`src/rtl/tape_frame_gen.sv`:
```
// Cassette-tape frame encoder: serialises bytes as start/data/parity/stop
// bits, each bit rendered as a square-wave burst timed by a phase accumulator.
module tape_frame_gen #(
    parameter int ACC_W     = 24,
    parameter int STOP_BITS = 1,
    parameter int PARITY_EN = 1
) (
    input  logic             clk,
    input  logic             reset,
    input  logic [ACC_W-1:0] step,
    input  logic             slow,
    input  logic [7:0]       din,
    input  logic             din_valid,
    output logic             din_ready,
    output logic             dout,
    output logic             busy,
    output logic             byte_done
);

    localparam int         LAST     = 8 + ((PARITY_EN != 0) ? 1 : 0) + STOP_BITS;
    localparam logic [4:0] LAST_IDX = 5'(LAST);
    localparam logic [4:0] PRE_LAST = 5'(LAST - 1);
    localparam logic [4:0] PAR_IDX  = 5'd9;

    typedef enum logic [1:0] {S_IDLE, S_RUN, S_LAST} state_t;

    state_t           state_q, state_d;
    logic [ACC_W-1:0] acc_q, acc_d;
    logic [3:0]       tc_q, tc_d;
    logic [4:0]       idx_q, idx_d;
    logic [7:0]       data_q, data_d;
    logic             slow_q, slow_d;
    logic             busy_q, busy_d;
    logic             done_q, done_d;

    logic [ACC_W:0]   sum;
    logic [3:0]       wrap;
    logic [2:0]       didx;
    logic             tick, bit_end, final_tick, load, cur_bit;

    always_comb begin
        sum        = {1'b0, acc_q} + {1'b0, step};
        tick       = (state_q != S_IDLE) && sum[ACC_W];
        wrap       = slow_q ? 4'd15 : 4'd3;
        bit_end    = tick && (tc_q == wrap);
        final_tick = bit_end && (state_q == S_LAST);
        din_ready  = (state_q == S_IDLE) || final_tick;
        load       = din_valid && din_ready;
    end

    // Bit index 0 is the start bit, 1..8 carry din[0]..din[7].
    always_comb begin
        didx = idx_q[2:0] - 3'd1;
        if (idx_q == 5'd0)
            cur_bit = 1'b0;
        else if (idx_q <= 5'd8)
            cur_bit = data_q[didx];
        else if (PARITY_EN != 0 && idx_q == PAR_IDX)
            cur_bit = ~^data_q;
        else
            cur_bit = 1'b1;

        if (state_q == S_IDLE)
            dout = 1'b1;
        else if (slow_q)
            dout = cur_bit ? ~tc_q[1] : ~tc_q[2];
        else
            dout = cur_bit ? ~tc_q[0] : ~tc_q[1];
    end

    always_comb begin
        state_d = state_q;
        acc_d   = acc_q;
        tc_d    = tc_q;
        idx_d   = idx_q;
        data_d  = data_q;
        slow_d  = slow_q;
        done_d  = final_tick;

        if (state_q != S_IDLE)
            acc_d = sum[ACC_W-1:0];

        if (tick) begin
            if (bit_end) begin
                tc_d  = 4'd0;
                idx_d = idx_q + 5'd1;
            end else begin
                tc_d = tc_q + 4'd1;
            end
        end

        unique case (state_q)
            S_IDLE: begin
                if (load) begin
                    state_d = S_RUN;
                    acc_d   = '0;
                    tc_d    = 4'd0;
                    idx_d   = 5'd0;
                    data_d  = din;
                    slow_d  = slow;
                end
            end
            S_RUN: begin
                if (bit_end && idx_q == PRE_LAST)
                    state_d = S_LAST;
            end
            S_LAST: begin
                if (final_tick) begin
                    tc_d  = 4'd0;
                    idx_d = 5'd0;
                    if (load) begin
                        state_d = S_RUN;
                        data_d  = din;
                        slow_d  = slow;
                    end else begin
                        state_d = S_IDLE;
                    end
                end
            end
            default: state_d = S_IDLE;
        endcase

        busy_d = (state_d != S_IDLE);
    end

    always_ff @(posedge clk) begin
        if (reset) begin
            state_q <= S_IDLE;
            acc_q   <= '0;
            tc_q    <= 4'd0;
            idx_q   <= 5'd0;
            data_q  <= 8'd0;
            slow_q  <= 1'b0;
            busy_q  <= 1'b0;
            done_q  <= 1'b0;
        end else begin
            state_q <= state_d;
            acc_q   <= acc_d;
            tc_q    <= tc_d;
            idx_q   <= idx_d;
            data_q  <= data_d;
            slow_q  <= slow_d;
            busy_q  <= busy_d;
            done_q  <= done_d;
        end
    end

    assign busy      = busy_q;
    assign byte_done = done_q;

    // LAST_IDX documents the frame length; the FSM keys off PRE_LAST.
    logic unused_last;
    assign unused_last = ^LAST_IDX;

endmodule

```
`config.mk`:
```
export PLATFORM = sky130hd
export DESIGN_NAME = tape_frame_gen
export DESIGN_NICKNAME = d
export VERILOG_FILES = /design/src/rtl/tape_frame_gen.sv
export SDC_FILE = /design/constraint.sdc
export NUM_CORES = 1
export LEC_CHECK = 0
export CAP_MARGIN = 5
export CORE_ASPECT_RATIO = 0.6
export CORE_UTILIZATION = 40
export CTS_BUF_LIST = sky130_fd_sc_hd__clkbuf_2 sky130_fd_sc_hd__clkbuf_4 sky130_fd_sc_hd__clkbuf_8
export DETAILED_ROUTE_END_ITERATION = 6
export PLACE_DENSITY = 0.63
export SLEW_MARGIN = 0
export SYNTH_ARGS = -nofsm -noshare
export SYNTH_HDL_FRONTEND = slang
export SYNTH_SLANG_ARGS = --single-unit
```
`constraint.sdc`:
```
create_clock -name clk -period 4.54 [get_ports clk]
set_clock_uncertainty 0.1 [all_clocks]
set_input_delay 1.135 -clock clk [delete_from_list [all_inputs] [get_ports clk]]
set_output_delay 1.135 -clock clk [all_outputs]
set_load 0.01 [all_outputs]
```
==> results of run 1 <==
[kinds of logic after synthesis]
group	Yosys count	synth area share
AOI/OAI and AO/OA	116	0.238
xor gates and xnor gates	21	0.0570
adders and majority gates	30	0.119
buffers and inverters	26	0.0329
DFF	46	0.285
muxes	17	0.0609
and+or+nand+nor	137	0.207
[worst max-delay path, cell delays in order]
cell and delay (ns):
sky130_fd_sc_hd__clkdlybuf4s50_1 0.42, sky130_fd_sc_hd__ha_1 0.34, sky130_fd_sc_hd__nand4_1 0.12, sky130_fd_sc_hd__nor3_2 0.24, sky130_fd_sc_hd__nor2b_1 0.21, sky130_fd_sc_hd__inv_1 0.09, sky130_fd_sc_hd__a211oi_4 0.26, sky130_fd_sc_hd__nor2_2 0.09
sky130_fd_sc_hd__a21oi_2 0.16, sky130_fd_sc_hd__buf_2 0.15
[final cells by class]
type | count | area (um2)
Inverter | 12 | 45.0
Timing Repair Buffer | 100 | 858
Tap cell | 104 | 130
Fill cell | 686 | 3180
Sequential cell | 46 | 921
Clock buffer | 5 | 68.8
Clock inverter | 3 | 21.3
Multi-Input combinational cell | 321 | 2320
[power by group through the flow]
| stage | sequential [mW] | clock, mW | combinational, mW |
|---|---|---|---|
| 6_report | 0.440 | 0.263 | 0.324 |
| 2_1_floorplan | 0.443 | 0 | 0.182 |
| 5_1_grt | 0.444 | 0.289 | 0.357 |
| 3_5_place_dp | 0.448 | 0 | 0.309 |
| 4_1_cts | 0.439 | 0.273 | 0.315 |
| 3_3_place_gp | 0.447 | 0 | 0.304 |
[state kept, by name, summed over array words and instances, names as in the netlist]
register	flops
state_q	2
byte_done	1
data_q	8
busy	1
slow_q	1
idx_q	5
tc_q	4
acc_q	24
[per-layer routing]
| layer | vias to the layer above | routed length, um | GRT usage |
|---|---|---|---|
| met1 | 1484 | 4550 | 0.318 |
| met3 | 5 | 510 | 0.0406 |
| li1 | 1624 | - | - |
| met2 | 72 | 3480 | 0.323 |
| met5 | - | 0 | 0 |
| met4 | 0 | 47 | 0.0499 |
[timing repair]
| item | in CTS | in global routing |
|---|---|---|
| hold buffers | 0 | 0 |
| pin swaps | 9 | 11 |
| resized for setup | 18 | 16 |
| setup endpoints to repair | 1 | 1 |
[synth_stat cells, drive strengths merged, types with 2 or more instances]
library cell,count,area share
dfxtp,46,0.29
a21oi,39,0.064
nor2,38,0.044
nand2,33,0.038
ha,29,0.11
o21ai,25,0.040
nand3,18,0.028
xnor2,16,0.043
mux2i,14,0.043
clkbuf,12,0.014
inv,12,0.014
nor3,9,0.014
a211oi,8,0.022
a21o,8,0.019
and3,7,0.014
nor2b,7,0.014
o211ai,6,0.018
nand2b,5,0.0097
xor2,5,0.014
a31oi,4,0.0078
nand4,4,0.0097
o31ai,4,0.0093
o41ai,4,0.011
a311oi,3,0.0081
and2,3,0.0058
o21a,3,0.0070
or3,3,0.0058
a221oi,2,0.0054
a31o,2,0.0054
buf,2,0.0050
mux4,2,0.014
nand3b,2,0.0046
or4b,2,0.0062
[worst max path at each step]
stage | from | end | slack (ns) | cells after the start
after floorplan | step[0] | din_ready | 0.15 | 10
after global placement | step[0] | din_ready | -0.94 | 12
after detailed placement | step[0] | din_ready | -0.96 | 12
after CTS | step[3] | din_ready | 0.003 | 10
after global routing | step[0] | din_ready | -0.02 | 12
final | step[16] | din_ready | 0.09 | 10
[cells in the final DEF (no fill, tap or decap), types with 7 or more instances in the layout]
master and count:
sky130_fd_sc_hd__clkdlybuf4s50_1 32, sky130_fd_sc_hd__o21ai_0 20, sky130_fd_sc_hd__dfxtp_1 46, sky130_fd_sc_hd__nor2_1 36
sky130_fd_sc_hd__ha_1 23, sky130_fd_sc_hd__a21oi_1 37, sky130_fd_sc_hd__a21o_1 8, sky130_fd_sc_hd__xnor2_1 16
sky130_fd_sc_hd__buf_4 61, sky130_fd_sc_hd__inv_1 10, sky130_fd_sc_hd__nand2_1 33, sky130_fd_sc_hd__nand3_1 18
sky130_fd_sc_hd__and3_1 7, sky130_fd_sc_hd__nor2b_1 7, sky130_fd_sc_hd__mux2i_1 14, sky130_fd_sc_hd__nor3_1 7
[metrics by stage]
stage	setup WS, ns	cell area, um2	std cells	TNS (ns)
finish	0.0872	4360	591	0
floorplan	0.152	3230	393	0
detailed placement	-0.959	4150	583	-0.959
global placement	-0.937	4150	583	-0.937
CTS	0.00271	4280	591	0
global route	-0.0222	4360	591	-0.0222
==> results.txt, run 1 <==
----------------------------------------------------
[Power]
  Power density cells ... between 200 and 250 nW/um2
  Worst ir drop on vdd ... 0.179 mV
  Static leakage power ... 1.79 nW
  Total power ... 1.03 mW
  Switching share of power ... 0.319
  Logic gate share of total power ... 0.316
  Power share of the sequential group ... 0.429
  Part of the power in the clock network ... 0.256
  Cell Int Power ... 0.699 mW
  Net switching power figure ... 0.327 mW

[Global route]
  Global-route wire length before repair ... between 10 and 15 mm
  Maximum number of pins on one net before global-route repair ... 31
  Initial antenna violation count ... 0
  GRT Util Overall ... 0.215
  Via count of the first global-routing pass ... 3103
  Total global routing overflow ... 0

[STA]
  Final count of hold timing violations ... 0
  Pins Over Slew Limit ... 0
  Final clock period utilization by the worst path ... 0.981
  F_max ... 225 MHz
  Transition time at the pin with the least slew margin ... 0.808 ns
  Slew HR ... 0.459
  Setup repair after global routing missed its margin ... yes
  Hold Worst Slack ... 0.363 ns
  Final min period ... 4.45 ns
  Setup violators final ... 0

[Cells and area]
  Area Growth Syn to Fin ... 35.1%
  Fraction of final layout cells sized beyond drive strength 1 ... 0.201
  Total inserted antenna cells ... 0
  Final Core Density ... 0.579
  Post-layout net count ... 552

[Clocking]
  Clock-pin slew on the worst setup and hold paths ... 0.10 ns
  Clock root cell ... sky130_fd_sc_hd__clkbuf_8
  Number of buffers on the longest clock path ... 2
  CTS tree ... yes
  Setup bufs post-CTS ... 0
  H-tree levels ... 2
  Clock tree sinks ... 46
  Clock latency reported for the late side of the worst-skew pair ... 0.31 ns
  Num CTS Buffers ... 5

[Synthesis]
  Cells after synthesis ... 393
  EDFF count, synth ... 0
  Area of the mapped netlist ... 3230 um2
  Distinct cell type count after synthesis ... 56
  Mean area per synthesized cell ... around 8.2 um2
  Fraction of registers with async set or reset after synthesis ... 0
  Share of the yosys chip area belonging to registers ... 0.285
  Count of yosys warnings during synthesis ... 0
  Flip-flop cell with the highest count after synthesis ... sky130_fd_sc_hd__dfxtp_1
  Post-synthesis sequential element count ... 46
  Post-synth net total ... 459

[Floorplanning]
  Site row count ... 24
  Die Outline Area ... between 8000 and 9000 um2
  Floorplan die width ... about 120 um
  Die extent in y ... 71.6 um
  Initial standard-cell utilization of the core ... 0.428
  Number of top-level pins ... 40
  Placeable core region ... 7540 um2

[Placed design]
  Routability-driven placement congestion ratio ... 0.868
  Total half-perimeter wirelength after legalization and detailed placement ... about 6.4 mm
  Number of port buffers ... 39

[Critical path]
  Worst flop-to-flop path endpoint ... idx_q[2]$_SDFF_PP0_
  Worst r2r path cells ... 12
  Crit path capture type ... primary output
  Arrival time worst endpoint ... 3.22 ns
  Data required, critical path ... between 3 and 4 ns
  Setup crit start kind ... input pin
  Register-to-register path setup slack ... 1.38 ns
  Category of the critical setup timing path ... input pin to primary output
  R2R Path Start ... acc_q[0]$_SDFF_PP0_
  Max Fanout on Critical Path ... 2

[Drt]
  Initial DRC Count ... 195
  Number of search-and-repair iterations in the first detailed-routing pass ... 5
  Final routed DRC violation total ... 0
  Post-DR vias/cell ... between 5 and 6
  Routed Wire Length ... about 8.6 mm
  Routed wire length per instance ... 14.5 um
  Detail Route Antenna Nets ... 0
  Total number of vias ... 3185

[Worst hold path]
  Type of the most critical hold path ... register to register
  Worst hold path endpoint ... acc_q[10]$_SDFF_PP0_
  Hold path start ... acc_q[10]$_SDFF_PP0_
  Hold path cells ... 2

[Run]
  Max-cap violations ... 0

[Run status]
  Status ... complete, no violations

----------------------------------------------------
(Power assumes the default switching activity.)
==> inputs of run 2 (changes only) <==
--- a/config.mk
+++ b/config.mk
@@ -6,11 +6,13 @@
 export NUM_CORES = 1
 export LEC_CHECK = 0
 export CAP_MARGIN = 5
+export CELL_PAD_IN_SITES_DETAIL_PLACEMENT = 0
+export CELL_PAD_IN_SITES_GLOBAL_PLACEMENT = 1
 export CORE_ASPECT_RATIO = 0.6
 export CORE_UTILIZATION = 40
 export CTS_BUF_LIST = sky130_fd_sc_hd__clkbuf_2 sky130_fd_sc_hd__clkbuf_4 sky130_fd_sc_hd__clkbuf_8
 export DETAILED_ROUTE_END_ITERATION = 6
-export PLACE_DENSITY = 0.63
+export PLACE_DENSITY = 0.79
 export SLEW_MARGIN = 0
 export SYNTH_ARGS = -nofsm -noshare
 export SYNTH_HDL_FRONTEND = slang
==> run 2 against run 1 <==
Compared with the run above: critical path depth rose by 2; design area rose by 5.9%; sequential power is essentially flat; largest cell class unchanged; core utilization rose by 3.4 points; clock-buffer cell count increased by 1; cell count increased by 2.9%; largest power group unchanged; fmax grew 1.2%; combinational power rose by 7.4%.
==> results.txt, run 2 (synthesized netlist as in run 1, its figures left out) <==
----------------------------------------------------
[Run status]
  Status ... complete, no violations (unchanged)

[Drt]
  Final routed DRC violation total ... 0 (unchanged)
  Routed Wire Length ... 9.14 mm (was 8.58 mm)
  Initial DRC Count ... 158 (was 195)
  Total number of vias ... 3286 (was 3185)
  Number of search-and-repair iterations in the first detailed-routing pass ... 4 (was 5)
  Routed wire length per instance ... 15.0 um (was 14.5 um)
  Detail Route Antenna Nets ... 0 (unchanged)
  Post-DR vias/cell ... 5.40 (was 5.39)

[Cells and area]
  Registers with the most flip-flops ... acc_q: 24 flops, data_q: 8 flops, idx_q: 5 flops (unchanged)
  Post-layout net count ... 569 (was 552)
  Max FFs per register ... 24 (unchanged)
  Final Core Density ... 0.613 (was 0.579)
  Largest Register ... acc_q (unchanged)
  Fraction of final layout cells sized beyond drive strength 1 ... 0.254 (was 0.201)
  Leading cell types in the layout, fill and taps excluded ... 75 x sky130_fd_sc_hd__buf_4, 46 x sky130_fd_sc_hd__dfxtp_1, 34 x sky130_fd_sc_hd__a21oi_1, 34 x sky130_fd_sc_hd__nor2_1, 33 x sky130_fd_sc_hd__nand2_1 (was 61 x sky130_fd_sc_hd__buf_4, 46 x sky130_fd_sc_hd__dfxtp_1, 37 x sky130_fd_sc_hd__a21oi_1)
  Design area ... 4620 um2 (was 4360 um2)
  Commonest non-fill, non-tap cell in the layout ... sky130_fd_sc_hd__buf_4 (unchanged)
  Total inserted antenna cells ... 0 (unchanged)
  Area Growth Syn to Fin ... 43.0% (was 35.1%)

[Floorplanning]
  Placeable core region ... 7540 um2 (unchanged)
  Number of top-level pins ... 40 (unchanged)
  Floorplan die width ... 118 um (unchanged)
  Initial standard-cell utilization of the core ... 0.428 (unchanged)
  Die Outline Area ... 8450 um2 (unchanged)
  Site row count ... 24 (unchanged)
  Die extent in y ... 71.6 um (unchanged)

[Power]
  Total power ... 1.11 mW (was 1.03 mW)
  Static leakage power ... 1.88 nW (was 1.79 nW)
  Power density cells ... 241 nW/um2 (was 235 nW/um2)
  Worst ir drop on vdd ... 0.150 mV (was 0.179 mV)

[Critical path]
  Data required, critical path ... 3.30 ns (about the same)
  Worst flop-to-flop path endpoint ... data_q[3]$_SDFFE_PP0P_ (was idx_q[2]$_SDFF_PP0_)
  Critical path depth in cells ... 12 (was 10)
  Arrival time worst endpoint ... 3.16 ns (was 3.22 ns)
  Family with the most delay on the worst path ... compound AO/OA/AOI/OAI gates (was buffers and inverters)
  Number of buffers and inverters on the critical path ... 3 (unchanged)
  Worst r2r path cells ... 24 (was 12)
  Register-to-register path setup slack ... 0.67 ns (was 1.38 ns)
  Most numerous cell on the critical path ... sky130_fd_sc_hd__a211oi_4
  Slowest cell on crit path ... sky130_fd_sc_hd__fa_2 (was sky130_fd_sc_hd__clkdlybuf4s50_1)
  Setup crit start kind ... input pin (unchanged)
  Crit path capture type ... primary output (unchanged)
  Category of the critical setup timing path ... input pin to primary output (unchanged)
  Max Fanout on Critical Path ... 3 (was 2)
  Stage delay of the slowest cell on the critical path ... 0.39 ns (was 0.42 ns)
  Ordered cell list for the critical path ... buf_6, ha_4, inv_2, fa_2, nand2b_4, a21o_1, a211oi_4, o211ai_4, a211oi_4, nor2_2, a21oi_2, buf_2 (was clkdlybuf4s50_1, ha_1, nand4_1, nor3_2, nor2b_1, inv_1, a211oi_4, nor2_2, a21oi_2, buf_2)
  R2R Path Start ... acc_q[0]$_SDFF_PP0_ (unchanged)

[Worst hold path]
  Hold path cells ... 2 (unchanged)
  Hold path start ... acc_q[4]$_SDFF_PP0_ (was acc_q[10]$_SDFF_PP0_)
  Worst hold path endpoint ... acc_q[4]$_SDFF_PP0_ (was acc_q[10]$_SDFF_PP0_)
  Type of the most critical hold path ... register to register (unchanged)

[Global route]
  Maximum number of pins on one net before global-route repair ... 31 (unchanged)
  Initial antenna violation count ... 0 (unchanged)
  Via count of the first global-routing pass ... 3094 (was 3103)
  GRT Util Overall ... 0.223 (was 0.215)
  Global-route wire length before repair ... 15.2 mm (was 14.7 mm)
  Total global routing overflow ... 0 (unchanged)

[Clocking]
  H-tree levels ... 2 (unchanged)
  Num CTS Buffers ... 5 (unchanged)
  Number of buffers on the longest clock path ... 2 (unchanged)
  Clock tree sinks ... 46 (unchanged)
  Hold-fix buffer count after cts ... 0 (unchanged)
  Clock-pin slew on the worst setup and hold paths ... 0.09 ns (was 0.10 ns)
  Clock root cell ... sky130_fd_sc_hd__clkbuf_8 (unchanged)
  CTS tree ... yes (unchanged)
  Clock latency reported for the late side of the worst-skew pair ... 0.31 ns (about the same)

[STA]
  Slew HR ... 0.476 (was 0.459)
  Final clock period utilization by the worst path ... 0.969 (was 0.981)
  Final count of hold timing violations ... 0 (unchanged)
  F_max ... 227 MHz (was 225 MHz)
  Final min period ... 4.40 ns (was 4.45 ns)
  Transition time at the pin with the least slew margin ... 0.782 ns (was 0.808 ns)
  Setup repair after global routing missed its margin ... no (was yes)
  Pins Over Slew Limit ... 0 (unchanged)
  Final worst-path setup slack ... 0.140 ns (was 0.0872 ns)
  Setup violators final ... 0 (unchanged)

[Placed design]
  Total half-perimeter wirelength after legalization and detailed placement ... 6.48 mm (was 6.42 mm)
  Number of port buffers ... 39 (unchanged)
  Area after DPL ... 4130 um2 (was 4150 um2)
  Routability-driven placement congestion ratio ... 0.849 (was 0.868)
  Post-Place Worst Slack ... -0.951 ns (was -0.959 ns)

[Run]
  Max-cap violations ... 0 (unchanged)

----------------------------------------------------
==> run 2: cell count changes in the layout (fill, tap and decap cells not counted), moves of 4 or more <==
cell / change
sky130_fd_sc_hd__clkdlybuf4s50_1: -5
sky130_fd_sc_hd__buf_6: +4
sky130_fd_sc_hd__dlygate4sd2_1: +6
sky130_fd_sc_hd__buf_4: +14
sky130_fd_sc_hd__ha_1: -5
sky130_fd_sc_hd__ha_4: +5
==> run 2: worst max-delay path by stage <==
| stage | start | end | slack (ns) |
|---|---|---|---|
| final | step[0] | din_ready | 0.14 |
| after floorplan | step[0] | din_ready | 0.15 |
| after global routing | step[0] | din_ready | 0.01 |
| after CTS | step[1] | din_ready | 0.06 |
| after detailed placement | step[0] | din_ready | -0.95 |
| after global placement | step[0] | din_ready | -0.91 |
==> run 2: final cells by class <==
type	count	area, um2
fillers	661	2920
multi-input cells	321	2430
repair buffers	117	978
flip-flops and latches	46	921
well taps	104	130
clock buffers	6	76.3
inverters	12	45.0
clock inverters	2	37.5
==> run 2: power by group <==
group	total [mW]	leakage (nW)	internal [mW]	switching, mW
combinational	0.348	1.44	0.182	0.165
clock	0.323	0.0548	0.171	0.152
sequential	0.442	0.375	0.424	0.0182
==> run 2: through the flow <==
step                      TNS [ns]  std cells  hold slack, ns
after floorplan                  0        393           0.336
after global placement      -0.907        580           0.342
after detailed placement    -0.951        580           0.353
after CTS                        0        606           0.367
after global routing             0        608           0.375
final                            0        608           0.367
==> run 2: timing repair <==
action	CTS	global route
cloned	1	0
buffers inserted	18	4
pin swaps	20	14
gates resized for setup	45	16
endpoints found under the hold margin	0	0
endpoints found under the setup margin	1	10
==> run 2: worst min-delay path: stages (launching register included) <==
cell,delay [ns]
sky130_fd_sc_hd__dfxtp_1,0.33
sky130_fd_sc_hd__nand2_1,0.05
sky130_fd_sc_hd__a21oi_1,0.05
==> run 2: per-layer routing <==
metal / vias up / part of all wire / GRT usage
met1: 1542 / 0.54 / 0.340
met3: 5 / 0.050 / 0.0366
li1: 1665 / - / -
met4: 0 / 0.0032 / 0.0342
met2: 74 / 0.41 / 0.332
met5: - / 0 / 0
==> inputs of run 3 (changes only) <==
--- a/config.mk
+++ b/config.mk
@@ -13,6 +13,7 @@
 export CTS_BUF_LIST = sky130_fd_sc_hd__clkbuf_2 sky130_fd_sc_hd__clkbuf_4 sky130_fd_sc_hd__clkbuf_8
 export DETAILED_ROUTE_END_ITERATION = 6
 export PLACE_DENSITY = 0.79
+export SKIP_CTS_REPAIR_TIMING = 1
 export SLEW_MARGIN = 0
 export SYNTH_ARGS = -nofsm -noshare
 export SYNTH_HDL_FRONTEND = slang
==> run 3 against run 2 <==
Compared with the run above: setup slack worse by 0.017 ns; critical path type unchanged; clock power hardly changed; wire length is 5.8% lower; via count is 2.2% lower; critical path depth stayed put; design area is 5.0% lower; sequential power hardly changed; cell count is 2.3% lower; power is 2.9% lower.
==> results.txt, run 3 (synthesized netlist as in run 1, its figures left out) <==
----------------------------------------------------
[Run status]
  Status ... complete, no violations (unchanged)

[STA]
  F_max ... 226 MHz (was 227 MHz)
  Final worst-path setup slack ... 0.124 ns (was 0.140 ns)
  Setup violators final ... 0 (unchanged)
  Final min period ... 4.42 ns (was 4.40 ns)
  Setup repair after global routing missed its margin ... no (unchanged)
  Final clock period utilization by the worst path ... 0.973 (was 0.969)
  Slew HR ... 0.456 (was 0.476)
  Transition time at the pin with the least slew margin ... 0.812 ns (was 0.782 ns)
  Hold Worst Slack ... 0.363 ns (was 0.367 ns)
  Final count of hold timing violations ... 0 (unchanged)
  Pins Over Slew Limit ... 0 (unchanged)

[Cells and area]
  Total inserted antenna cells ... 0 (unchanged)
  Filler cell count in the final layout ... 692 (was 661)
  Fraction of final layout cells sized beyond drive strength 1 ... 0.204 (was 0.254)
  Area Growth Syn to Fin ... 35.9% (was 43.0%)
  Multi-input logic area ... 2300 um2 (was 2430 um2)
  Commonest non-fill, non-tap cell in the layout ... sky130_fd_sc_hd__buf_4 (unchanged)
  Max FFs per register ... 24 (unchanged)
  Post-layout net count ... 555 (was 569)
  Largest Register ... acc_q (unchanged)
  Leading cell types in the layout, fill and taps excluded ... 64 x sky130_fd_sc_hd__buf_4, 46 x sky130_fd_sc_hd__dfxtp_1, 37 x sky130_fd_sc_hd__a21oi_1 (was 75 x sky130_fd_sc_hd__buf_4, 46 x sky130_fd_sc_hd__dfxtp_1, 34 x sky130_fd_sc_hd__a21oi_1, 34 x sky130_fd_sc_hd__nor2_1, 33 x sky130_fd_sc_hd__nand2_1)
  Registers with the most flip-flops ... acc_q: 24 flops, data_q: 8 flops, idx_q: 5 flops (unchanged)
  Register Area ... 921 um2 (unchanged)
  Final Core Density ... 0.582 (was 0.613)

[Power]
  Part of the power in the clock network ... 0.296 (was 0.290)
  Worst ir drop on vdd ... 0.148 mV (was 0.150 mV)
  Logic gate share of total power ... 0.296 (was 0.312)
  Power share of the sequential group ... 0.408 (was 0.397)
  Power density cells ... 246 nW/um2 (was 241 nW/um2)
  Switching share of power ... 0.296 (was 0.302)
  Cell Int Power ... 0.761 mW (was 0.777 mW)
  Static leakage power ... 1.82 nW (was 1.88 nW)
  Net switching power figure ... 0.320 mW (was 0.336 mW)

[Worst hold path]
  Hold path cells ... 2 (unchanged)
  Worst hold path endpoint ... acc_q[9]$_SDFF_PP0_ (was acc_q[4]$_SDFF_PP0_)
  Hold path start ... acc_q[9]$_SDFF_PP0_ (was acc_q[4]$_SDFF_PP0_)
  Type of the most critical hold path ... register to register (unchanged)

[Floorplanning]
  Number of top-level pins ... 40 (unchanged)
  Site row count ... 24 (unchanged)
  Die extent in y ... 71.6 um (unchanged)
  Placeable core region ... 7540 um2 (unchanged)
  Die Outline Area ... 8450 um2 (unchanged)
  Initial standard-cell utilization of the core ... 0.428 (unchanged)
  Floorplan die width ... 118 um (unchanged)

[Clocking]
  Clock latency reported for the late side of the worst-skew pair ... 0.30 ns (was 0.31 ns)
  CTS tree ... yes (unchanged)
  Num CTS Buffers ... 5 (unchanged)
  Clock tree sinks ... 46 (unchanged)
  Clock root cell ... sky130_fd_sc_hd__clkbuf_8 (unchanged)
  H-tree levels ... 2 (unchanged)
  Clock-pin slew on the worst setup and hold paths ... 0.09 ns (about the same)
  Number of buffers on the longest clock path ... 2 (unchanged)

[Critical path]
  Slowest cell on crit path ... sky130_fd_sc_hd__fa_2 (unchanged)
  R2R Path Start ... acc_q[0]$_SDFF_PP0_ (unchanged)
  Arrival time worst endpoint ... 3.18 ns (was 3.16 ns)
  Worst flop-to-flop path endpoint ... idx_q[2]$_SDFF_PP0_ (was data_q[3]$_SDFFE_PP0P_)
  Worst r2r path cells ... 12 (was 24)
  Stage delay of the slowest cell on the critical path ... 0.37 ns (was 0.39 ns)
  Max Fanout on Critical Path ... 4 (was 3)
  Category of the critical setup timing path ... input pin to primary output (unchanged)
  Data required, critical path ... 3.30 ns (about the same)
  Crit path capture type ... primary output (unchanged)
  Register-to-register path setup slack ... 1.33 ns (was 0.67 ns)
  Ordered cell list for the critical path ... buf_6, ha_4, inv_2, fa_2, nand2b_4, a21o_1, a211oi_4, o211ai_4, a211oi_2, nor2_2, a21oi_2, buf_2 (was buf_6, ha_4, inv_2, fa_2, nand2b_4, a21o_1, a211oi_4, o211ai_4, a211oi_4, nor2_2, a21oi_2, buf_2)
  Setup crit start kind ... input pin (unchanged)

[Drt]
  Routed wire length per instance ... 14.5 um (was 15.0 um)
  Number of search-and-repair iterations in the first detailed-routing pass ... 4 (unchanged)
  Routed Wire Length ... 8.61 mm (was 9.14 mm)
  Total number of vias ... 3213 (was 3286)
  Post-DR vias/cell ... 5.41 (was 5.40)
  Initial DRC Count ... 132 (was 158)
  Detail Route Antenna Nets ... 0 (unchanged)
  Final routed DRC violation total ... 0 (unchanged)

[Global route]
  Global-route wire length before repair ... 14.3 mm (was 15.2 mm)
  Via count of the first global-routing pass ... 2939 (was 3094)
  Maximum number of pins on one net before global-route repair ... 31 (unchanged)
  Total global routing overflow ... 0 (unchanged)
  GRT Util Overall ... 0.208 (was 0.223)
  Initial antenna violation count ... 0 (unchanged)

[Run]
  Max-cap violations ... 0 (unchanged)

[Placed design]
  Post-Place Worst Slack ... -0.951 ns (unchanged)
  Number of port buffers ... 39 (unchanged)
  Total half-perimeter wirelength after legalization and detailed placement ... 6.48 mm (unchanged)
  Routability-driven placement congestion ratio ... 0.849 (unchanged)

----------------------------------------------------
## run 3: routing by layer
| metal | track usage | vias to the layer above | routed length (um) |
|---|---|---|---|
| li1 | - | 1632 | - |
| met1 | 0.326 | 1503 | 4700 |
| met2 | 0.298 | 71 | 3450 |
| met3 | 0.0366 | 7 | 422 |
| met4 | 0.0342 | 0 | 38 |
| met5 | 0 | - | 0 |
## run 3: power by group through the flow
stage	Sequential (mW)	Clock, mW	Combinational, mW
global placement	0.448	0	0.305
global route	0.444	0.349	0.354
CTS	0.439	0.330	0.310
finish	0.440	0.320	0.320
floorplan	0.443	0	0.182
detailed placement	0.448	0	0.308
## run 3: cell type report
type | count | area share
clock inverters | 2 | 0.00856
repair buffers | 103 | 0.201
flip-flops and latches | 46 | 0.210
well taps | 104 | 0.0297
inverters | 12 | 0.0103
multi-input cells | 321 | 0.524
clock buffers | 6 | 0.0174
## run 3: per-stage QoR
step                      area, um2  power (mW)  cells  setup TNS (ns)
after global placement         4130       0.752    580          -0.907
after global routing           4390        1.15    594               0
after CTS                      4240        1.08    588          -0.967
final                          4390        1.08    594               0
after floorplan                3230       0.625    393               0
after detailed placement       4130       0.756    580          -0.951
## run 3: worst max path at each step
stage | startpoint | to | slack [ns] | cells after the start
after floorplan | step[0] | din_ready | 0.15 | 10
after global placement | step[0] | din_ready | -0.91 | 12
after detailed placement | step[0] | din_ready | -0.95 | 12
after CTS | step[0] | din_ready | -0.97 | 12
after global routing | step[0] | din_ready | 0.009 | 12
final | step[0] | din_ready | 0.12 | 12
## run 3: critical path: cells and delay by family
kind,cells,cell delay (ns)
buffers and inverters,3,0.25
adder cells (fa/ha/maj),2,0.49
AO/OA/AOI/OAI,5,1.07
AND/OR/NAND/NOR,2,0.23
